--- src/rtl/pc_redirect_unit.sv ---
// pc_redirect_unit: MIPS fetch-stage program counter and next-PC sequencer.
// Holds the fetch PC and advances it by 4 each accepted fetch. Jump and branch
// redirects are taken through a two-state FSM (SEQ / PENDING) that models the
// MIPS branch delay slot.
//
// Handshake: a producer raises jump_taken or branch_taken and holds it, with
// its target, until it sees redirect_ack. redirect_ack is combinational and is
// high only in a cycle where the fetch advances (imem_ready & ~stall &
// fetch_valid) while the FSM is in SEQ. The request is consumed on that clock
// edge. A branch that loses to a simultaneous jump is never acked, and its
// producer must squash it.
//
// Optional feature macro: PC_ALIGN_CHECK_EN.
//   defined   : a misaligned target (bits [1:0] != 0) is acked but not followed,
//               and align_fault pulses together with the ack.
//   undefined : align_fault is tied 0, and target bits [1:0] are cleared before use.
module pc_redirect_unit #(
  parameter logic [31:0] RESET_PC   = 32'h0000_0000,
  parameter int          DELAY_SLOT = 1
) (
  input  logic        clk,
  input  logic        reset,
  input  logic        imem_ready,
  input  logic        stall,
  input  logic        jump_taken,
  input  logic [31:0] jump_target,
  input  logic        branch_taken,
  input  logic [31:0] branch_target,
  output logic [31:0] pc,
  output logic [31:0] pc_plus4,
  output logic [3:0]  pc_upper,
  output logic        fetch_valid,
  output logic        delay_slot,
  output logic        redirect_ack,
  output logic        align_fault
);

  typedef enum logic {SEQ = 1'b0, PENDING = 1'b1} state_t;

  state_t      state;
  logic [31:0] saved_target;
  logic        advance;
  logic        req;
  logic [31:0] sel_target;
  logic [31:0] use_target;
  logic        follow;

  // Sequential address and the upper bits used to build jump targets.
  assign pc_plus4 = pc + 32'd4;
  assign pc_upper = pc_plus4[31:28];

  // Fetch moves forward only on a valid, accepted, unstalled cycle.
  assign advance = imem_ready & ~stall & fetch_valid;

  // A jump wins over a branch in the same cycle.
  assign req        = jump_taken | branch_taken;
  assign sel_target = jump_taken ? jump_target : branch_target;

  assign redirect_ack = advance & req & (state == SEQ);

`ifdef PC_ALIGN_CHECK_EN
  // A misaligned target is acked so that its producer releases it, but it is not followed.
  assign use_target  = sel_target;
  assign align_fault = redirect_ack & (sel_target[1:0] != 2'b00);
  assign follow      = redirect_ack & (sel_target[1:0] == 2'b00);
`else
  // Low address bits are cleared, so every acked redirect is followed.
  assign use_target  = sel_target & 32'hFFFF_FFFC;
  assign align_fault = 1'b0;
  assign follow      = redirect_ack;
`endif

  // PC register, redirect FSM, saved delay-slot target and fetch_valid.
  always_ff @(posedge clk) begin
    if (reset) begin
      pc           <= RESET_PC;
      state        <= SEQ;
      saved_target <= 32'h0000_0000;
      fetch_valid  <= 1'b0;
      delay_slot   <= 1'b0;
    end else begin
      fetch_valid <= 1'b1;
      if (advance) begin
        case (state)
          SEQ: begin
            if (follow) begin
              if (DELAY_SLOT != 0) begin
                pc           <= pc_plus4;
                saved_target <= use_target;
                delay_slot   <= 1'b1;
                state        <= PENDING;
              end else begin
                pc <= use_target;
              end
            end else begin
              pc <= pc_plus4;
            end
          end
          PENDING: begin
            pc         <= saved_target;
            delay_slot <= 1'b0;
            state      <= SEQ;
          end
          default: begin
            state <= SEQ;
          end
        endcase
      end
    end
  end

endmodule

--- config.mk ---
export PLATFORM = sky130hd
export DESIGN_NAME = pc_redirect_unit
export DESIGN_NICKNAME = d
export VERILOG_FILES = /design/src/rtl/pc_redirect_unit.sv
export SDC_FILE = /design/constraint.sdc
export NUM_CORES = 1
export LEC_CHECK = 0
export ABC_AREA = 1
export CAP_MARGIN = 10
export CORE_MARGIN = 1
export CORE_UTILIZATION = 55
export CTS_CLUSTER_DIAMETER = 40
export CTS_CLUSTER_SIZE = 10
export DETAILED_ROUTE_END_ITERATION = 6
export DONT_BUFFER_PORTS = 1
export GPL_ROUTABILITY_DRIVEN = 0
export PLACE_DENSITY_LB_ADDON = 0.3
export SLEW_MARGIN = 20
export SYNTH_ARGS = -nofsm -noshare
export SYNTH_HDL_FRONTEND = slang
export SYNTH_SLANG_ARGS = --single-unit
--- constraint.sdc ---
create_clock -name clk -period 1.8 [get_ports clk]
set_input_delay 0.18 -clock clk [delete_from_list [all_inputs] [get_ports clk]]
set_output_delay 0.18 -clock clk [all_outputs]
set_load 0.1 [all_outputs]
==> results by group, run 1 <==
Status
  – Outcome: stopped before the end
  – Halt Stage: global routing (5_1_grt)
  – Err: [ERROR GRT-0232] Routing congestion too high. Check the congestion heatmap in the GUI.

Logic synthesis
  – Syn avg cell area: 7.612 sq um
  – Share of the synthesized area in the top cell type: 35.63%
  – Commonest cells in the netlist: nand2_1 (110), dfxtp_1 (63), a21oi_1 (59)
  – Cell taking the most area after synthesis: dfxtp_1
  – Register bit count reported by yosys: 63
  – Most frequent cell after synthesis: nand2_1
  – Gate Count Post-Synth: 465
  – Synth cell types: 30
  – Largest cells by area after synthesis: dfxtp_1 (36%), nand2_1 (12%), mux2i_1 (8.5%)
  – Synthesized area: 3540 sq um
  – Async S/R FF share, synth: 0%
  – Post-synthesis sequential area ratio: 35.63%
  – Yosys warns: 0
  – Synth Flop Type: dfxtp_1
  – Number of synthesized flops with an enable pin: 0

Placement
  – Placed cell area: 4901 sq um
  – Inst Count DP: 589
  – Placement Setup Slack: 0.003618 ns
  – PortBufs: 0
  – DP HPWL: 8.105 mm

Clock network
  – H-tree depth: 3
  – Clock root buffer: clkbuf_8
  – Clock Sinks: 63
  – CTS Buf Count: 9
  – Clk buf depth: 2

Global routing
  – Overall Global Routing Usage: 75.54%
  – Grt ovf: 18
  – Largest net degree at the start of global routing: 33

Die
  – # rows: 28
  – Die Span X: 82.22 um
  – I/O pin cnt: 142
  – Die Y: 82.22 um
  – Initial Util: 58.40%

Timing
  – Worst endpoint pin kind: primary output
  – GR repair worst EP: pc_plus4[18]
-- per-layer routing --
metal	GRT overflow	GRT usage, %
met2	9	90.99
met5	0	25.00
met3	0	59.45
met1	0	74.69
met4	9	81.23
-- kinds of logic after synthesis --
kind of cell | after synthesis | share of synthesized area [%]
AO/OA/AOI/OAI | 123 | 19.48
XOR/XNOR | 15 | 5.196
adder cells (fa/ha/maj) | 1 | 0.3534
buffers and inverters | 54 | 7.564
flip-flops | 63 | 35.63
multiplexers | 30 | 8.484
other | 1 | 0.1059
AND/OR/NAND/NOR | 178 | 23.19
-- metrics by stage --
step                hold WS [ns]  utilization [%]  setup TNS, ns
floorplan                 0.3573                -         -29.44
global placement          0.2442            80.86              0
detailed placement        0.2457            80.86              0
CTS                      0.03189            92.24         -4.542
-- timing repair --
| action | CTS |
|---|---|
| gates resized for setup | 55 |
| buffers inserted | 25 |
| setup endpoints to repair | 30 |
| gates cloned | 2 |
| hold buffers | 1 |
| pin swaps | 28 |
| endpoints found under the hold margin | 28 |
==> inputs of run 2 (changes only) <==
- CORE_UTILIZATION: 55 -> 40
- CTS_CLUSTER_DIAMETER: 40 -> default
- CTS_CLUSTER_SIZE: 10 -> default
- PLACE_DENSITY_LB_ADDON: 0.3 -> 0.15
==> run 2 against run 1 <==
  * Area after synthesis is the same
  * Synthesized cell count unchanged
  * The flow now finishes, with violations (setup timing)
==> results by group, run 2 <==
Status
  – Outcome: finished, violations left
  – Failing checks: setup timing

Min path
  – Path category of the worst min-delay check: primary input to flip-flop
  – Hold Path Sink: saved_target[3]
  – Hold path cells: 2
  – Worst Hold Launch: branch_target[3]

Power
  – Leak: 2.079 nW
  – PwrDens: 561.4 nW/um^2
  – Maximum vdd drop: 0.4189 mV

Timing
  – Period minus WS final: 2.050 ns
  – Unrepaired setup endpoints after global routing: yes
  – Tcrit/Tclk final: 113.9%
  – Worst Slack Setup Final: -0.2504 ns
  – Hold_ws: 0.04107 ns
  – Final Max Tran Viols: 0
  – Setup Skew: 0.009923 ns
  – Final hold violations: 0
  – Max_slew headroom: 60.46%
  – Worst-Margin Slew: 0.5932 ns
  – Fmax: 487.7 MHz
  – Final setup viols: 30

Detailed routing
  – Met2 wire len: 5.088 mm
  – Antenna viol nets, final: 0
  – Via-to-Cell Ratio: 5.327
  – DRT Pass-1 Iters: 4
  – DRC Markers: 0
  – Final WL: 10.66 mm
  – Highest metal used: met4
  – Metal3 WL: 938 um
  – Routed len/inst: 16.35 um
  – Vias: 3473
  – Routed met1 length: 4.538 mm
  – Initial drt markers: 118

Logic synthesis
  – Gate Count Post-Synth: 465
  – Synth Area in Compound Gates: 19.48%
  – Synth cell types: 30
  – Number of synthesized flops with an enable pin: 0
  – Mux cell area share after synthesis: 8.484%
  – Post-synthesis sequential area ratio: 35.63%
  – Syn avg cell area: 7.612 sq um
  – Cell taking the most area after synthesis: dfxtp_1
  – Async S/R FF share, synth: 0%
  – Synth Area in Simple Gates: 23.19%
  – Share of the synthesized area in the top cell type: 35.63%
  – Synth Flop Type: dfxtp_1
  – Commonest cells in the netlist: nand2_1 (110), dfxtp_1 (63), a21oi_1 (59)
  – Largest cells by area after synthesis: dfxtp_1 (36%), nand2_1 (12%), mux2i_1 (8.5%)
  – Combinational family with the most area after synthesis: simple AND/OR/NAND/NOR gates
  – Most frequent cell after synthesis: nand2_1
  – Synthesized area: 3540 sq um
  – Post-synthesis adder-cell area fraction: 0.3535%
  – Register bit count reported by yosys: 63
  – Yosys warns: 0
  – Post-Synth XOR/XNOR Area: 5.196%

Finish
  – Synth-to-layout area growth: 56.73%
  – Design Area, Final: 5548 sq um
  – N_diodes: 0
  – Share of layout cells above drive strength 1: 42.78%
  – Area of the multi-input gates: 2646 sq um
  – Non-Filler Instances: 652
  – Most frequent cells in the layout: nand2_1 (75), a21oi_1 (58), buf_4 (53)
  – Top flop regs: pc: 30 flops, saved_target: 30 flops
  – Final #Nets: 613
  – Commonest non-fill, non-tap cell in the layout: nand2_1
  – Register area: 1318 sq um
  – Fillcell total: 667
  – Finished Core Util: 66.19%

Critical path
  – Worst-case reg-to-reg path depth: 11
  – Max incr delay on CP: 0.37 ns
  – Delay-heaviest family, CP: simple AND/OR/NAND/NOR gates
  – Most common cell on crit path: nand2_2
  – RR Endpoint: pc[8]
  – WS Path Type: flip-flop to output port
  – Crit-path slowest cell: dfxtp_4
  – Required time of the critical path: 1.62 ns
  – RR Startpoint: pc[3]
  – R2R Setup Slk: 0.09 ns
  – Crit path max fanout: 4
  – CP arrival: 1.87 ns
  – CP startpoint kind: flip-flop
  – Buf/Inv on CP: 3
  – CP cell instances: ha_4 -> buf_4 -> buf_6 -> nand3_4 -> nor2_4 -> and2_4 -> nand2_2 -> nand2_2 -> nand2_4 -> buf_16
  – Crit end category: output port
  – Critical Path Start: pc[3]

Global routing
  – Initial antenna violation count: 0
  – Overall Global Routing Usage: 23.83%
  – Vias in the first global route: 3309
  – First-pass GRT wire length: 16.64 mm
  – Largest net degree at the start of global routing: 35
  – Grt ovf: 0

Clock network
  – H-tree depth: 3
  – Clk_lat worst skew: 0.34 ns
  – Clk buf depth: 2
  – Clock root buffer: clkbuf_8
  – CTS Buf Count: 9
  – TritonCTS clock tree: done
  – Clock Sinks: 63
  – Clock-pin transition on the worst setup and hold timing paths: 0.08 ns

Die
  – Die outline area: 9229 sq um
  – Die Y: 96.07 um
  – Die Span X: 96.07 um
  – Initial Util: 42.23%
  – I/O pin cnt: 142
  – Core ar.: 8382 sq um
  – # rows: 33

Placement
  – PortBufs: 0
  – Placed cell area: 4933 sq um
  – Placement Setup Slack: 0.03126 ns
  – Inst Count DP: 620
  – DP HPWL: 7.590 mm

Run
  – Max_cap viols: 0
[run 2: per-layer routing]
metal / vias up / global-route usage (%)
li1: 1702 / -
met1: 1631 / 30.79
met2: 132 / 38.83
met3: 8 / 6.793
met4: 0 / 6.219
met5: - / 0
[run 2: worst max path at each step]
stage / cells after the start / endpoint / slack (ns)
floorplan: 5 / pc[5] / -0.87
global placement: 8 / pc_plus4[24] / 0.03
detailed placement: 8 / pc_plus4[24] / 0.03
CTS: 8 / pc_plus4[18] / -0.24
global route: 9 / pc_upper[0] / -0.34
finish: 10 / pc_upper[0] / -0.25
[run 2: final cells by class]
type                            count  share of cell area, %
Inverter                           21                  1.488
Clock buffer                       10                  2.300
Multi-Input combinational cell    352                  47.70
Timing Repair Buffer               95                  20.86
Sequential cell                    63                  23.75
Clock inverter                      6                  1.534
Tap cell                          105                  2.368
[run 2: repair_timing]
action                     CTS  global route
setup endpoints to repair   29            31
hold buffers                 1             0
pin swaps                   20            15
hold endpoints to repair    28             0
buffers inserted             8             8
resized for setup           39            26
[run 2: through the flow]
step | power (mW) | setup TNS (ns)
floorplan | 1.763 | -29.44
global placement | 1.786 | 0
detailed placement | 1.789 | 0
CTS | 3.140 | -4.819
global route | 3.257 | -7.280
finish | 3.115 | -4.399
[run 2: cell families after synthesis]
group,count (synthesis)
AOI/OAI and AO/OA,123
and+or+nand+nor,178
buffers and inverters,54
xor gates and xnor gates,15
adders and majority gates,1
other,1
DFF,63
muxes,30
[run 2: worst register-to-register path: stages, from the launching register on]
cell and delay (ns):
dfxtp_4 0.38, ha_4 0.15, buf_4 0.11, buf_6 0.10
nand3_4 0.09, nor2_4 0.11, buf_6 0.10, buf_6 0.09
xor2_4 0.19, buf_4 0.14, nand2_1 0.04, a21oi_1 0.14
[run 2: power by group]
part           internal, mW  leakage, nW  switching (mW)  total (mW)
combinational        0.0913         1.45           0.236       0.327
sequential             1.42        0.528          0.0264        1.45
clock                 0.775        0.104           0.563        1.34
Note: power is estimated with default switching activity, not from simulation.
